==> src/rtl/lcd_pkg.sv <==
// Shared opcodes, state encoding and field positions for the HD44780 read-side controller.
package lcd_pkg;

   localparam logic [1:0] OP_STATUS = 2'b00;
   localparam logic [1:0] OP_DATA   = 2'b01;
   localparam logic [1:0] OP_POLL   = 2'b10;
   localparam logic [1:0] OP_RSVD   = 2'b11;

   localparam int unsigned BF_BIT = 7;
   localparam int unsigned AC_W   = 7;

   typedef enum logic [2:0] {
      S_IDLE,
      S_SETUP,
      S_PULSE,
      S_HOLD,
      S_GAP,
      S_RESP
   } state_t;

endpackage

==> src/rtl/lcd_reader_if.sv <==
// Request/response channel between a client and lcd_reader; master issues reads, slave serves them.
interface lcd_reader_if;
   import lcd_pkg::*;

   logic            req_valid;
   logic [1:0]      req_op;
   logic            req_ready;
   logic            resp_valid;
   logic [7:0]      resp_data;
   logic            resp_busy;
   logic [AC_W-1:0] resp_addr;
   logic            resp_err;
   logic            resp_timeout;

   modport master (
      output req_valid, req_op,
      input  req_ready, resp_valid, resp_data, resp_busy, resp_addr, resp_err, resp_timeout
   );

   modport slave (
      input  req_valid, req_op,
      output req_ready, resp_valid, resp_data, resp_busy, resp_addr, resp_err, resp_timeout
   );

endinterface

==> src/rtl/lcd_cycle_timer.sv <==
// 8-bit loadable down-counter that times every phase of an LCD read cycle; done while value is zero.
module lcd_cycle_timer (
   input  logic       clk,
   input  logic       rst,
   input  logic       load,
   input  logic [7:0] load_val,
   output logic [7:0] value,
   output logic       done
);

   always_ff @(posedge clk) begin
      if (rst) begin
         value <= '0;
      end else if (load) begin
         value <= load_val;
      end else if (value != '0) begin
         value <= value - 8'd1;
      end
   end

   assign done = (value == '0);

endmodule

==> src/rtl/lcd_reader.sv <==
// HD44780 read controller: status read, data read and busy poll on the DE2 LCD bus.
// Optional poll timeout enabled by defining LCD_READER_BUSY_TIMEOUT_EN.
module lcd_reader
   import lcd_pkg::*;
#(
`ifdef LCD_READER_BUSY_TIMEOUT_EN
   parameter int unsigned TIMEOUT_CYC  = 100000,
`endif
   parameter int unsigned SETUP_CYC    = 3,
   parameter int unsigned PULSE_CYC    = 15,
   parameter int unsigned HOLD_CYC     = 12,
   parameter int unsigned POLL_GAP_CYC = 25
) (
   input  logic       clk,
   input  logic       rst,
   lcd_reader_if.slave bus,
   input  logic [7:0] lcd_data_in,
   output logic       LCD_EN,
   output logic       LCD_RS,
   output logic       LCD_RW,
   output logic       rd_active
);

   localparam logic [7:0] SETUP_LD = 8'(SETUP_CYC - 1);
   localparam logic [7:0] PULSE_LD = 8'(PULSE_CYC - 1);
   localparam logic [7:0] HOLD_LD  = 8'(HOLD_CYC - 1);
   localparam logic [7:0] GAP_LD   = 8'(POLL_GAP_CYC - 1);

   state_t          state, state_nxt;
   logic [1:0]      op_q;
   logic [7:0]      cap;
   logic            tmr_load;
   logic [7:0]      tmr_ld_val;
   logic [7:0]      tmr_value_unused;
   logic            tmr_done;
   logic            tmo_hit;
   logic            resp_set;
   logic            resp_err_nxt;
   logic            resp_tmo_nxt;
   logic            accept;

   assign accept = (state == S_IDLE) && bus.req_valid;

   lcd_cycle_timer u_timer (
      .clk      (clk),
      .rst      (rst),
      .load     (tmr_load),
      .load_val (tmr_ld_val),
      .value    (tmr_value_unused),
      .done     (tmr_done)
   );

`ifdef LCD_READER_BUSY_TIMEOUT_EN
   localparam logic [19:0] TMO_LIM = 20'(TIMEOUT_CYC);
   logic [19:0] tmo_cnt;

   always_ff @(posedge clk) begin
      if (rst) begin
         tmo_cnt <= '0;
      end else if (accept && bus.req_op == OP_POLL) begin
         tmo_cnt <= '0;
      end else if (rd_active && op_q == OP_POLL && tmo_cnt != '1) begin
         tmo_cnt <= tmo_cnt + 20'd1;
      end
   end

   assign tmo_hit = (op_q == OP_POLL) && (tmo_cnt >= TMO_LIM);
`else
   assign tmo_hit = 1'b0;
`endif

   always_ff @(posedge clk) begin
      if (rst) begin
         state <= S_IDLE;
      end else begin
         state <= state_nxt;
      end
   end

   always_comb begin
      state_nxt    = state;
      tmr_load     = 1'b0;
      tmr_ld_val   = '0;
      resp_set     = 1'b0;
      resp_err_nxt = 1'b0;
      resp_tmo_nxt = 1'b0;
      case (state)
         S_IDLE: begin
            if (bus.req_valid) begin
               if (bus.req_op == OP_RSVD) begin
                  state_nxt    = S_RESP;
                  resp_set     = 1'b1;
                  resp_err_nxt = 1'b1;
               end else begin
                  state_nxt  = S_SETUP;
                  tmr_load   = 1'b1;
                  tmr_ld_val = SETUP_LD;
               end
            end
         end
         S_SETUP: begin
            if (tmr_done) begin
               state_nxt  = S_PULSE;
               tmr_load   = 1'b1;
               tmr_ld_val = PULSE_LD;
            end
         end
         S_PULSE: begin
            if (tmr_done) begin
               state_nxt  = S_HOLD;
               tmr_load   = 1'b1;
               tmr_ld_val = HOLD_LD;
            end
         end
         S_HOLD: begin
            // A timed-out poll still finishes its read; a clear BF in that read wins over the timeout.
            if (tmr_done) begin
               if (op_q == OP_POLL && cap[BF_BIT]) begin
                  if (tmo_hit) begin
                     state_nxt    = S_RESP;
                     resp_set     = 1'b1;
                     resp_tmo_nxt = 1'b1;
                  end else begin
                     state_nxt  = S_GAP;
                     tmr_load   = 1'b1;
                     tmr_ld_val = GAP_LD;
                  end
               end else begin
                  state_nxt = S_RESP;
                  resp_set  = 1'b1;
               end
            end
         end
         S_GAP: begin
            if (tmo_hit) begin
               state_nxt    = S_RESP;
               resp_set     = 1'b1;
               resp_tmo_nxt = 1'b1;
            end else if (tmr_done) begin
               state_nxt  = S_SETUP;
               tmr_load   = 1'b1;
               tmr_ld_val = SETUP_LD;
            end
         end
         S_RESP:  state_nxt = S_IDLE;
         default: state_nxt = S_IDLE;
      endcase
   end

   always_ff @(posedge clk) begin
      if (rst) begin
         op_q <= OP_STATUS;
         cap  <= '0;
      end else begin
         if (accept) begin
            op_q <= bus.req_op;
         end
         if (state == S_PULSE && tmr_done) begin
            cap <= lcd_data_in;
         end
      end
   end

   // Response fields update only when entering RESP and hold until the next one.
   always_ff @(posedge clk) begin
      if (rst) begin
         bus.resp_data    <= '0;
         bus.resp_busy    <= 1'b0;
         bus.resp_addr    <= '0;
         bus.resp_err     <= 1'b0;
         bus.resp_timeout <= 1'b0;
      end else if (resp_set) begin
         bus.resp_err     <= resp_err_nxt;
         bus.resp_timeout <= resp_tmo_nxt;
         if (resp_err_nxt) begin
            bus.resp_data <= '0;
            bus.resp_busy <= 1'b0;
            bus.resp_addr <= '0;
         end else if (op_q == OP_DATA) begin
            bus.resp_data <= cap;
            bus.resp_busy <= 1'b0;
            bus.resp_addr <= '0;
         end else begin
            bus.resp_data <= cap;
            bus.resp_busy <= cap[BF_BIT] | resp_tmo_nxt;
            bus.resp_addr <= cap[AC_W-1:0];
         end
      end
   end

   assign bus.req_ready  = (state == S_IDLE);
   assign bus.resp_valid = (state == S_RESP);
   assign rd_active      = (state == S_SETUP) || (state == S_PULSE) ||
                           (state == S_HOLD)  || (state == S_GAP);
   assign LCD_RW         = rd_active;
   assign LCD_EN         = (state == S_PULSE);
   assign LCD_RS         = ((state == S_SETUP) || (state == S_PULSE) || (state == S_HOLD)) &&
                           (op_q == OP_DATA);

endmodule

==> src/flat_wrapper.sv <==
// flat-port wrapper written by rule: the top's interface ports become plain ports
module lcd_reader_flat import lcd_pkg::*;
#(

   parameter int unsigned SETUP_CYC    = 3,
   parameter int unsigned PULSE_CYC    = 15,
   parameter int unsigned HOLD_CYC     = 12,
   parameter int unsigned POLL_GAP_CYC = 25
)
  (clk, rst, lcd_data_in, LCD_EN, LCD_RS, LCD_RW, rd_active, bus_req_valid, bus_req_op, bus_req_ready, bus_resp_valid, bus_resp_data, bus_resp_busy, bus_resp_addr, bus_resp_err, bus_resp_timeout);
  lcd_reader_if bus_i ();
  input  logic clk;
  input  logic rst;
  input  logic [7:0] lcd_data_in;
  output logic LCD_EN;
  output logic LCD_RS;
  output logic LCD_RW;
  output logic rd_active;
  input wire logic [$bits(bus_i.req_valid)-1:0] bus_req_valid;
  input wire logic [$bits(bus_i.req_op)-1:0] bus_req_op;
  output wire logic [$bits(bus_i.req_ready)-1:0] bus_req_ready;
  output wire logic [$bits(bus_i.resp_valid)-1:0] bus_resp_valid;
  output wire logic [$bits(bus_i.resp_data)-1:0] bus_resp_data;
  output wire logic [$bits(bus_i.resp_busy)-1:0] bus_resp_busy;
  output wire logic [$bits(bus_i.resp_addr)-1:0] bus_resp_addr;
  output wire logic [$bits(bus_i.resp_err)-1:0] bus_resp_err;
  output wire logic [$bits(bus_i.resp_timeout)-1:0] bus_resp_timeout;
  assign bus_i.req_valid = bus_req_valid;
  assign bus_i.req_op = bus_req_op;
  assign bus_req_ready = bus_i.req_ready;
  assign bus_resp_valid = bus_i.resp_valid;
  assign bus_resp_data = bus_i.resp_data;
  assign bus_resp_busy = bus_i.resp_busy;
  assign bus_resp_addr = bus_i.resp_addr;
  assign bus_resp_err = bus_i.resp_err;
  assign bus_resp_timeout = bus_i.resp_timeout;
  lcd_reader #(.SETUP_CYC(SETUP_CYC), .PULSE_CYC(PULSE_CYC), .HOLD_CYC(HOLD_CYC), .POLL_GAP_CYC(POLL_GAP_CYC)) u_core (.clk(clk), .rst(rst), .bus(bus_i), .lcd_data_in(lcd_data_in), .LCD_EN(LCD_EN), .LCD_RS(LCD_RS), .LCD_RW(LCD_RW), .rd_active(rd_active));
endmodule
==> config.mk <==
export PLATFORM = sky130hd
export DESIGN_NAME = lcd_reader_flat
export DESIGN_NICKNAME = d
export VERILOG_FILES = /design/src/rtl/lcd_pkg.sv /design/src/rtl/lcd_reader_if.sv /design/src/rtl/lcd_cycle_timer.sv /design/src/rtl/lcd_reader.sv /design/src/flat_wrapper.sv
export SDC_FILE = /design/constraint.sdc
export NUM_CORES = 1
export LEC_CHECK = 0
export ABC_AREA = 0
export CAP_MARGIN = 20
export CELL_PAD_IN_SITES_DETAIL_PLACEMENT = 1
export CELL_PAD_IN_SITES_GLOBAL_PLACEMENT = 1
export CORE_MARGIN = 2
export CORE_UTILIZATION = 34
export CTS_CLUSTER_SIZE = 16
export DETAILED_ROUTE_END_ITERATION = 8
export GPL_TIMING_DRIVEN = 0
export MAX_ROUTING_LAYER = met4
export PLACE_DENSITY_LB_ADDON = 0.08
export SLEW_MARGIN = 20
export SYNTH_ARGS = -nofsm -noshare
export SYNTH_HDL_FRONTEND = slang
export SYNTH_HIERARCHICAL = 1
export SYNTH_SLANG_ARGS = --single-unit
==> constraint.sdc <==
create_clock -name clk -period 2.05 [get_ports clk]
set_input_delay 0.615 -clock clk [delete_from_list [all_inputs] [get_ports clk]]
set_output_delay 0.615 -clock clk [all_outputs]
set_load 0.02 [all_outputs]
# Word-level counts from Yosys, hierarchy flattened
# Index checks and enable logic that the tools add are counted.
dict set report op_classes {
  n_addsub 1
  n_eq_ne 13
  muxes 35
  n_reduce_logical 13
}
# cell count
set ops {}
lappend ops {{$mux 8} 5}
lappend ops {{$pmux 8 s5} 1}
lappend ops {{$mux 3} 6}
lappend ops {{$pmux 3 s5} 1}
lappend ops {{$mux 7} 2}
lappend ops {{$mux 1} 13}
lappend ops {{$logic_not 8->1} 1}
lappend ops {{$mux 4} 2}
lappend ops {{$ne 2x1->1 const B} 4}
lappend ops {{$reduce_bool 8->1} 1}
lappend ops {{$sub 8x1->8 const B} 1}
lappend ops {{$eq 3x2->1 const B} 2}
lappend ops {{$eq 3x3->1 const B} 2}
lappend ops {{$mux 5} 1}
lappend ops {{$reduce_and 5->1} 1}
lappend ops {{$eq 2x2->1 const B} 2}
lappend ops {{$logic_and 1x1->1} 4}
lappend ops {{$mux 2} 2}
lappend ops {{$eq 3x1->1 const B} 1}
lappend ops {{$logic_not 3->1} 1}
lappend ops {{$logic_or 1x1->1} 3}
lappend ops {{$pmux 1 s3} 1}
lappend ops {{$reduce_or 3->1} 1}
lappend ops {{$eq 2x1->1 const B} 1}
lappend ops {{3 further kinds} 3}
dict set report totals {
  ff_bits 38
  input_bits 13
}

# Logic depth before layout (Yosys ltp)
# Gate-level depths: netlist of run 1.
dict set report depth {
  word_depth 6
  depth_mapped 9
  ltp_nobuf 8
}

# Cells and area by module
# Netlist of run 1, hierarchy kept.
# module instances cells_per_inst area_each_um2
set modules_own_cells {}
lappend modules_own_cells {lcd_reader 1 118 1241.2}
lappend modules_own_cells {lcd_cycle_timer 1 53 475.5}

# Worst setup path before layout of run 1
# Ideal clock, no wire load.
dict set report synth_path {
  path_type {reg2reg}
  startpoint {reg u_core.state[0]}
  endpoint {reg u_core.u_timer.value[0]}
  setup_ns 0.130
  arrival_time_ns 2.062
  required_ns 1.920
  path_slack_ns -0.142
  path_stages_with_launch 9
  path_buffers 2
  synth_period_minus_slack_ns 2.192
  cell_sequence {dfxtp_1 clkbuf_1 nor2_1 xnor2_1 a32o_1 clkbuf_1 nor3_1 nand2_1 o211ai_2}
}
dict set report synth_between {
  elab_chain_len 4
}
# item line
set synth_rtl {}
lappend synth_rtl {{from (decl)} lcd_reader.sv:29} ;# state_t state, state_nxt;
lappend synth_rtl {{from (signal assigned)} lcd_reader.sv:76} ;# state <= state_nxt;
lappend synth_rtl {{$eq 3x2->1, or another cell as far along} lcd_reader.sv:87} ;# case (state)
lappend synth_rtl {{$reduce_or 3->1 (no source line)} --}
lappend synth_rtl {{$pmux 1 s3 *} lcd_reader.sv:87}
lappend synth_rtl {{named net u_core.tmr_load} lcd_reader.sv:32} ;# logic tmr_load;
lappend synth_rtl {{$mux 8 / $reduce_bool 2->1 (equally long branches)} --}
lappend synth_rtl {{to (signal assigned)} lcd_cycle_timer.sv:15} ;# value <= load_val;
lappend synth_rtl {{to (signal assigned)} lcd_cycle_timer.sv:17} ;# value <= value - 8'd1;
lappend synth_rtl {{to (decl)} lcd_cycle_timer.sv:7} ;# output logic [7:0] value,
# The timed path passes the listed nets; every way through them passes the cells marked *.
# A chain may end at the register's enable or synchronous reset.

# Final worst setup path of run 1
dict set report layout_path {
  startpoint {reg u_core.u_timer.value[2]}
  endpoint {reg u_core.bus.resp_data[0]}
}
dict set report layout_between {
  elab_chain_len 3
}
# item line
set layout_rtl {}
lappend layout_rtl {{$logic_not 8->1} lcd_cycle_timer.sv:21} ;# assign done = (value == '0);
lappend layout_rtl {{named net u_core.tmr_done} lcd_reader.sv:35} ;# logic tmr_done;
lappend layout_rtl {{$mux 1} lcd_reader.sv:117} ;# if (tmr_done) begin
lappend layout_rtl {{$pmux 1 s2} lcd_reader.sv:87}
lappend layout_rtl {{to (signal assigned)} lcd_reader.sv:180} ;# bus.resp_data <= cap;
lappend layout_rtl {{to (signal assigned)} lcd_reader.sv:184} ;# bus.resp_data <= cap;
lappend layout_rtl {{to (decl)} lcd_reader_if.sv:22} ;# output req_ready, resp_valid, resp_data, resp_busy, resp_addr, resp_err, resp_timeout
# The timed path passes the listed nets, and every way through them passes these cells.

==> results.cfg, run 1 <==
[status]
status = finished with violations
violations = negative setup slack

[detailed_routing]
vias_per_cell = 5.02
routedWlPerCell_um = 16.9
antenna_violating_nets_post_route = 0
drt_first_pass_iters = 4
vias = 1550
route.detailed.drc = 0
wl_um = 5210
first_iter_violations = 52

[flow_run]
cap_viol_max_count = 0

[clocking]
htreeDepth = 2
cts_tree = yes
clk_path_buf_depth = 2
hold_buffers = 0
ctsRootBufferMaster = clkbuf_8
cts.clk_slew.worst_paths_ns = 0.08
clock-sinks = 38
clock_latency_ns = 0.29
cts_made_buffers = 5

[yosys]
synth.most_common_cell = dfxtp_1
yosysSeqAreaShare_pct = 44.3
synth_flop_cell = dfxtp_1
postSynth.asyncResetShare_pct = 0
netlist_area_um2 = 1720
synth_area_leaders = dfxtp_1, a22o_1, mux2i_1
synth_top_area_share_pct = 44.3
ys_warn_count = 6
yosys.area.top_type = dfxtp_1
synth-edff-count = 0
synth-seq-cells = 38
ys_types = 44
synth_cells = 171
synth_commonest_cells = dfxtp_1, a22o_1, nor2_1
avgSynthCellArea_um2 = 10.0

[power]
p_int_mw = 2.14
seq_power_share_pct = 30.8
power_frac_comb_pct = 44.9
power_mw = 3.23
powerDensity_nw_per_um2 = 1220
swShare_pct = 33.9
p_leak_nw = 1.02
p_switching_mw = 1.09
max-vdd-ir-drop_mv = 0.673
power.share.clock_pct = 24.3

[cells_and_area]
nets = 255
drive_gt1_share_pct = 30.2
fin_area_um2 = 2640
n_fill_cell = 531
n_antenna_cell = 0
syn_to_final_growth_pct = 53.9
finalNonFillerCells = 309

[setup_path]
crit_required_ns = 2.23
crit_arrival_ns = 2.25
timing.rr.end = u_core/bus.resp_data[0]$_SDFFE_PP0P_
cp-end-kind = flop
reg2reg_depth = 8
startpoint_type = flop
rr_startpoint = u_core/u_timer/value[2]$_SDFFE_PP0P_
path_max_fanout = 10
rrSetupSlack_ns = -0.02
path_class = reg2reg

[global_route]
grtUsageTotal_pct = 19.5
grt_overflow_total = 0
first_global_vias = 1566
grt_max_degree = 15
antenna_found_initial = 0
grt_pass1_wl_um = 7890

[hold_path]
hold_depth = 1
hold_path.class = reg2reg
hold_end = u_core/bus.resp_data[5]$_SDFFE_PP0P_
hp-start = u_core/bus.resp_data[5]$_SDFFE_PP0P_

[timing]
fin_crit_sh_pct = 101
finalCriticalPeriod_ns = 2.07
hold_violations = 0
finClkSkew_ns = 0.00500
rsz0062_at_grt = yes
max_freq_mhz = 484
fin_ws_ns = -0.0172
setup_viol = 9
slew_viol_final = 0

[placement]
place_congestion = 0.835
placed_cell_area_um2 = 2180
port_buffers = 35
hpwl_um = 3210
dp_cells = 276

[die]
initial_core_util_pct = 35.9
core_um2 = 4790
rows = 25
dieArea_um2 = 5630
io-pin-count = 37
die_w_um = 75.1
die_height_um = 75.1
[sequential cells by signal, summed over array words and instances (netlist names)]
signal	count
u_core/bus.resp_data	8
u_core/cap	8
u_core/u_timer/value	8
u_core/bus.resp_addr	7
u_core/state	3
u_core/op_q	2
u_core/bus.resp_busy	1
u_core/bus.resp_err	1
[worst max-delay path by stage]
stage                                         startpoint                                   end  slack [ns]
floorplan           u_core/u_timer/value[3]$_SDFFE_PP0P_  u_core/bus.resp_addr[0]$_SDFFE_PP0P_       -0.02
global placement                           bus_req_valid  u_core/u_timer/value[0]$_SDFFE_PP0P_       -0.67
detailed placement                         bus_req_valid  u_core/u_timer/value[0]$_SDFFE_PP0P_       -0.76
CTS                         u_core/state[0]$_SDFFE_PP0P_                                LCD_RS       -0.04
global route        u_core/u_timer/value[2]$_SDFFE_PP0P_  u_core/bus.resp_data[1]$_SDFFE_PP0P_        -0.1
finish              u_core/u_timer/value[2]$_SDFFE_PP0P_  u_core/bus.resp_data[0]$_SDFFE_PP0P_       -0.02
[layer usage]
layer	global-route usage, %	vias up	share of wire, %
li1	-	763	-
met2	30.8	30	52
met1	24.0	751	44
met3	5.09	6	3.2
met5	-	-	0
met4	6.94	0	1.1
[final cells by class]
class | instances | area, µm² | share of cell area (%)
multi-input combinational | 117 | 970 | 36.7
tap | 67 | 83.8 | 3.17
clock inverter | 2 | 60.1 | 2.27
inverter | 7 | 26.3 | 0.995
buffer | 11 | 92.6 | 3.51
sequential | 38 | 781 | 29.6
timing repair buffer | 61 | 546 | 20.7
clock buffer | 6 | 82.6 | 3.13
[cell families after synthesis]
kind of cell    after synthesis  synth area share (%)
simple gates                 57                  19.8
flops                        38                  44.3
compound gates               37                  19.4
buf+inv                      19                  5.61
mux                          11                  6.41
xor+xnor                      7                  3.57
fa+ha+maj                     1                 0.729
other cells                   1                 0.218
[what timing repair did]
item / in CTS / in global routing
gates resized for setup: 46 / 19
endpoints found under the setup margin: 38 / 37
gates cloned: 0 / 2
endpoints found under the hold margin: 0 / 0
setup buffers: 6 / 18
pin swaps: 4 / 6
[critical path, cell delays in order (launching register included)]
cell	delay, ns
dfxtp_4	0.36
nor4_4	0.28
and4bb_1	0.27
buf_6	0.13
nand4b_1	0.12
buf_6	0.16
o221a_4	0.24
buf_6	0.15
a22o_1	0.23
[power groups by stage]
| stage | combinational (mW) | sequential (mW) | clock, mW |
|---|---|---|---|
| global route | 1.56 | 1.01 | 0.836 |
| detailed placement | 1.07 | 0.970 | 0 |
| finish | 1.45 | 0.996 | 0.785 |
| global placement | 1.03 | 0.962 | 0 |
| CTS | 1.20 | 0.974 | 0.812 |
| floorplan | 0.799 | 0.943 | 0 |
[metrics by stage]
stage	setup WS (ns)	setup TNS [ns]	util [%]	hold WS, ns
finish	-0.0172	-0.0623	55.2	0.489
global route	-0.0963	-1.19	55.2	0.520
CTS	-0.0389	-0.209	51.5	0.492
detailed placement	-0.765	-14.58	45.6	0.467
global placement	-0.672	-13.50	45.6	0.463
floorplan	-0.0243	-0.243	-	0.464
[placed cells by master, fill, tap and decap left out, types with 2 or more instances in the layout]
cell,n
nor3_1,7
inv_1,7
clkbuf_2,2
conb_1,4
a221oi_1,2
bufinv_16,2
nor4b_4,2
xor2_1,3
o21ai_0,2
clkdlybuf4s50_1,28
nand2_1,13
clkbuf_1,2
a22o_1,16
dfxtp_1,30
buf_6,6
o32ai_1,3
buf_2,2
nor4b_1,2
dfxtp_4,4
xnor2_1,3
nor2_1,13
dfxtp_2,4
a21oi_1,3
buf_4,26
clkdlybuf4s15_2,3
nor2b_1,2
nand3_1,3
clkbuf_8,6
mux2i_1,11
and3b_1,2
(Power assumes the default switching activity.)
==> inputs of run 2 (changes only) <==
Settings changed: CAP_MARGIN 20 to 10, SYNTH_HIERARCHICAL 1 to default.
==> run 2 against run 1 <==
The run now ends clean; synthesized area rose by 4.4%; sequential power down 2%; cell count rose by 5.5%; critical endpoint is now bus_req_ready.
==> results.cfg, run 2 <==
[yosys]
synth_top_area_share_pct = 42.5
avgSynthCellArea_um2 = 8.45
synth.most_common_cell = dfxtp_1
yosysSeqAreaShare_pct = 42.5
yosys.area.top_type = dfxtp_1
synth_flop_cell = dfxtp_1
netlist_area_um2 = 1790
synth-seq-cells = 38
synth-edff-count = 0
synth_cells = 212
ys_warn_count = 0
synth_area_leaders = dfxtp_1, a21oi_1, nand3_1
syn_nets = 226
ys_types = 44
postSynth.asyncResetShare_pct = 0
synth_commonest_cells = dfxtp_1, a21oi_1, nand3_1

[global_route]
grtUsageTotal_pct = 19.5
grt_max_degree = 12
grt_overflow_total = 0
first_global_vias = 1791
grt_pass1_wl_um = 8890
antenna_found_initial = 0

[detailed_routing]
vias_per_cell = 5.32
vias = 1734
route.detailed.drc = 0
antenna_violating_nets_post_route = 0
drt_first_pass_iters = 4
first_iter_violations = 72
routedWlPerCell_um = 16.2
wl_um = 5270

[setup_path]
path_max_fanout = 10
crit_required_ns = 1.43
cp-end-kind = output pin
rrSetupSlack_ns = 0.15
path_class = reg2out
startpoint_type = flop
crit_arrival_ns = 1.37

[clocking]
htreeDepth = 2
ctsRootBufferMaster = clkbuf_8
cts.clk_slew.worst_paths_ns = 0.07
cts_made_buffers = 5
clk_path_buf_depth = 2
clock_latency_ns = 0.29
cts_tree = yes
clock-sinks = 38

[timing]
setup_viol = 0
whs_ns = 0.479
finClkSkew_ns = 0.00571
fin_crit_sh_pct = 96.8
slew_viol_final = 0
max_freq_mhz = 504
hold_violations = 0
rsz0062_at_grt = no
finalCriticalPeriod_ns = 1.98

[flow_run]
cap_viol_max_count = 0

[die]
dieArea_um2 = 5870
die_height_um = 76.6
initial_core_util_pct = 35.1
core_um2 = 5110
io-pin-count = 37
die_w_um = 76.6
rows = 26

[cells_and_area]
n_antenna_cell = 0
final_cell_mix = dfxtp_1, a21oi_1, clkdlybuf4s50_1
final_common_cell = dfxtp_1
nets = 270
utilization_pct = 46.7
drive_gt1_share_pct = 18.0
largest_registers = u_core.bus.resp_data (8), u_core.cap (8), u_core.u_timer.value (8)
syn_to_final_growth_pct = 33.0

[status]
status = completed

[hold_path]
hold_path.class = reg2reg

[placement]
place_congestion = 0.747
port_buffers = 34
hpwl_um = 3830

[power]
max-vdd-ir-drop_mv = 0.364
power_mw = 3.05
p_leak_nw = 0.824
powerDensity_nw_per_um2 = 1280
## run 2: cell types whose count changed after synthesis, moves of 4 or more
cell     delta
nand4_1     +9
o32ai_1     -4
a22o_1     -16
mux2i_1     -8
nand2_1     +4
nor4b_1     -4
o21ai_0    +17
a21oi_1    +27
inv_1       -4
nand3_1    +20
nor2_1      -4
## run 2: kinds of logic (layout without fill, tap and decap cells)
logic type               after synthesis  after routing  synth area share [%]
AO/OA/AOI/OAI                         63             63                  20.3
XOR/XNOR                               2              2                 0.978
adder cells (fa/ha/maj)                1              1                 0.698
buffers and inverters                 21             65                  6.49
flip-flops                            38             38                  42.5
multiplexers                           3              3                  1.68
other                                  1              1                 0.209
AND/OR/NAND/NOR                       83             83                  27.2
## run 2: worst paths after layout
kind	start	to	cells after the start
setup / recovery	u_core.state[1]$_SDFFE_PP0P_	bus_req_ready	3
setup reg to reg	u_core.u_timer.value[1]$_SDFFE_PP0P_	u_core.u_timer.value[6]$_SDFFE_PP0P_	7
hold / removal	u_core.bus.resp_data[5]$_SDFFE_PP0P_	u_core.bus.resp_data[5]$_SDFFE_PP0P_	2
hold reg to reg	u_core.bus.resp_data[5]$_SDFFE_PP0P_	u_core.bus.resp_data[5]$_SDFFE_PP0P_	2
## run 2: cell type report
type | count | area [µm²]
Buffer | 16 | 128
Fill cell | 639 | 2720
Sequential cell | 38 | 766
Inverter | 3 | 11.3
Timing Repair Buffer | 39 | 354
Clock buffer | 6 | 72.6
Tap cell | 70 | 87.6
Multi-Input combinational cell | 153 | 957
Clock inverter | 1 | 7.51
## run 2: power breakdown
group / leakage (nW) / switching [mW] / internal (mW)
Sequential: 0.309 / 0.135 / 0.840
Combinational: 0.477 / 0.886 / 0.686
Clock: 0.0373 / 0.269 / 0.234
## run 2: worst max-delay path, cell delays in order (launching register included)
cell           delay, ns
dfxtp_1             0.34
buf_4               0.18
nor3_2              0.20
dlygate4sd2_1       0.37
## run 2: timing repair
action,CTS,global route
buffers inserted,4,1
hold buffers,0,0
hold endpoints to repair,0,0
setup endpoints to repair,35,18
resized for setup,37,7
pin swaps,0,2
## run 2: through the flow
| stage | TNS, ns | cells | setup slack [ns] | instance area [µm²] |
|---|---|---|---|---|
| final | 0 | 326 | 0.0665 | 2380 |
| after global routing | 0 | 326 | 0.00357 | 2380 |
| after CTS | 0 | 326 | 0.00515 | 2360 |
| after detailed placement | -10.31 | 316 | -0.710 | 2220 |
| after global placement | -10.05 | 316 | -0.706 | 2220 |
| after floorplan | 0 | 212 | 0.0694 | 1800 |
## run 2: routing by layer
metal / share of wire, % / global-route usage, % / wire, µm / up-vias
met5: 0 / - / 0 / -
met3: 3.5 / 4.38 / 185 / 12
met2: 49 / 32.6 / 2570 / 29
met1: 46 / 23.2 / 2410 / 832
li1: - / - / - / 861
met4: 2.0 / 6.73 / 107 / 0
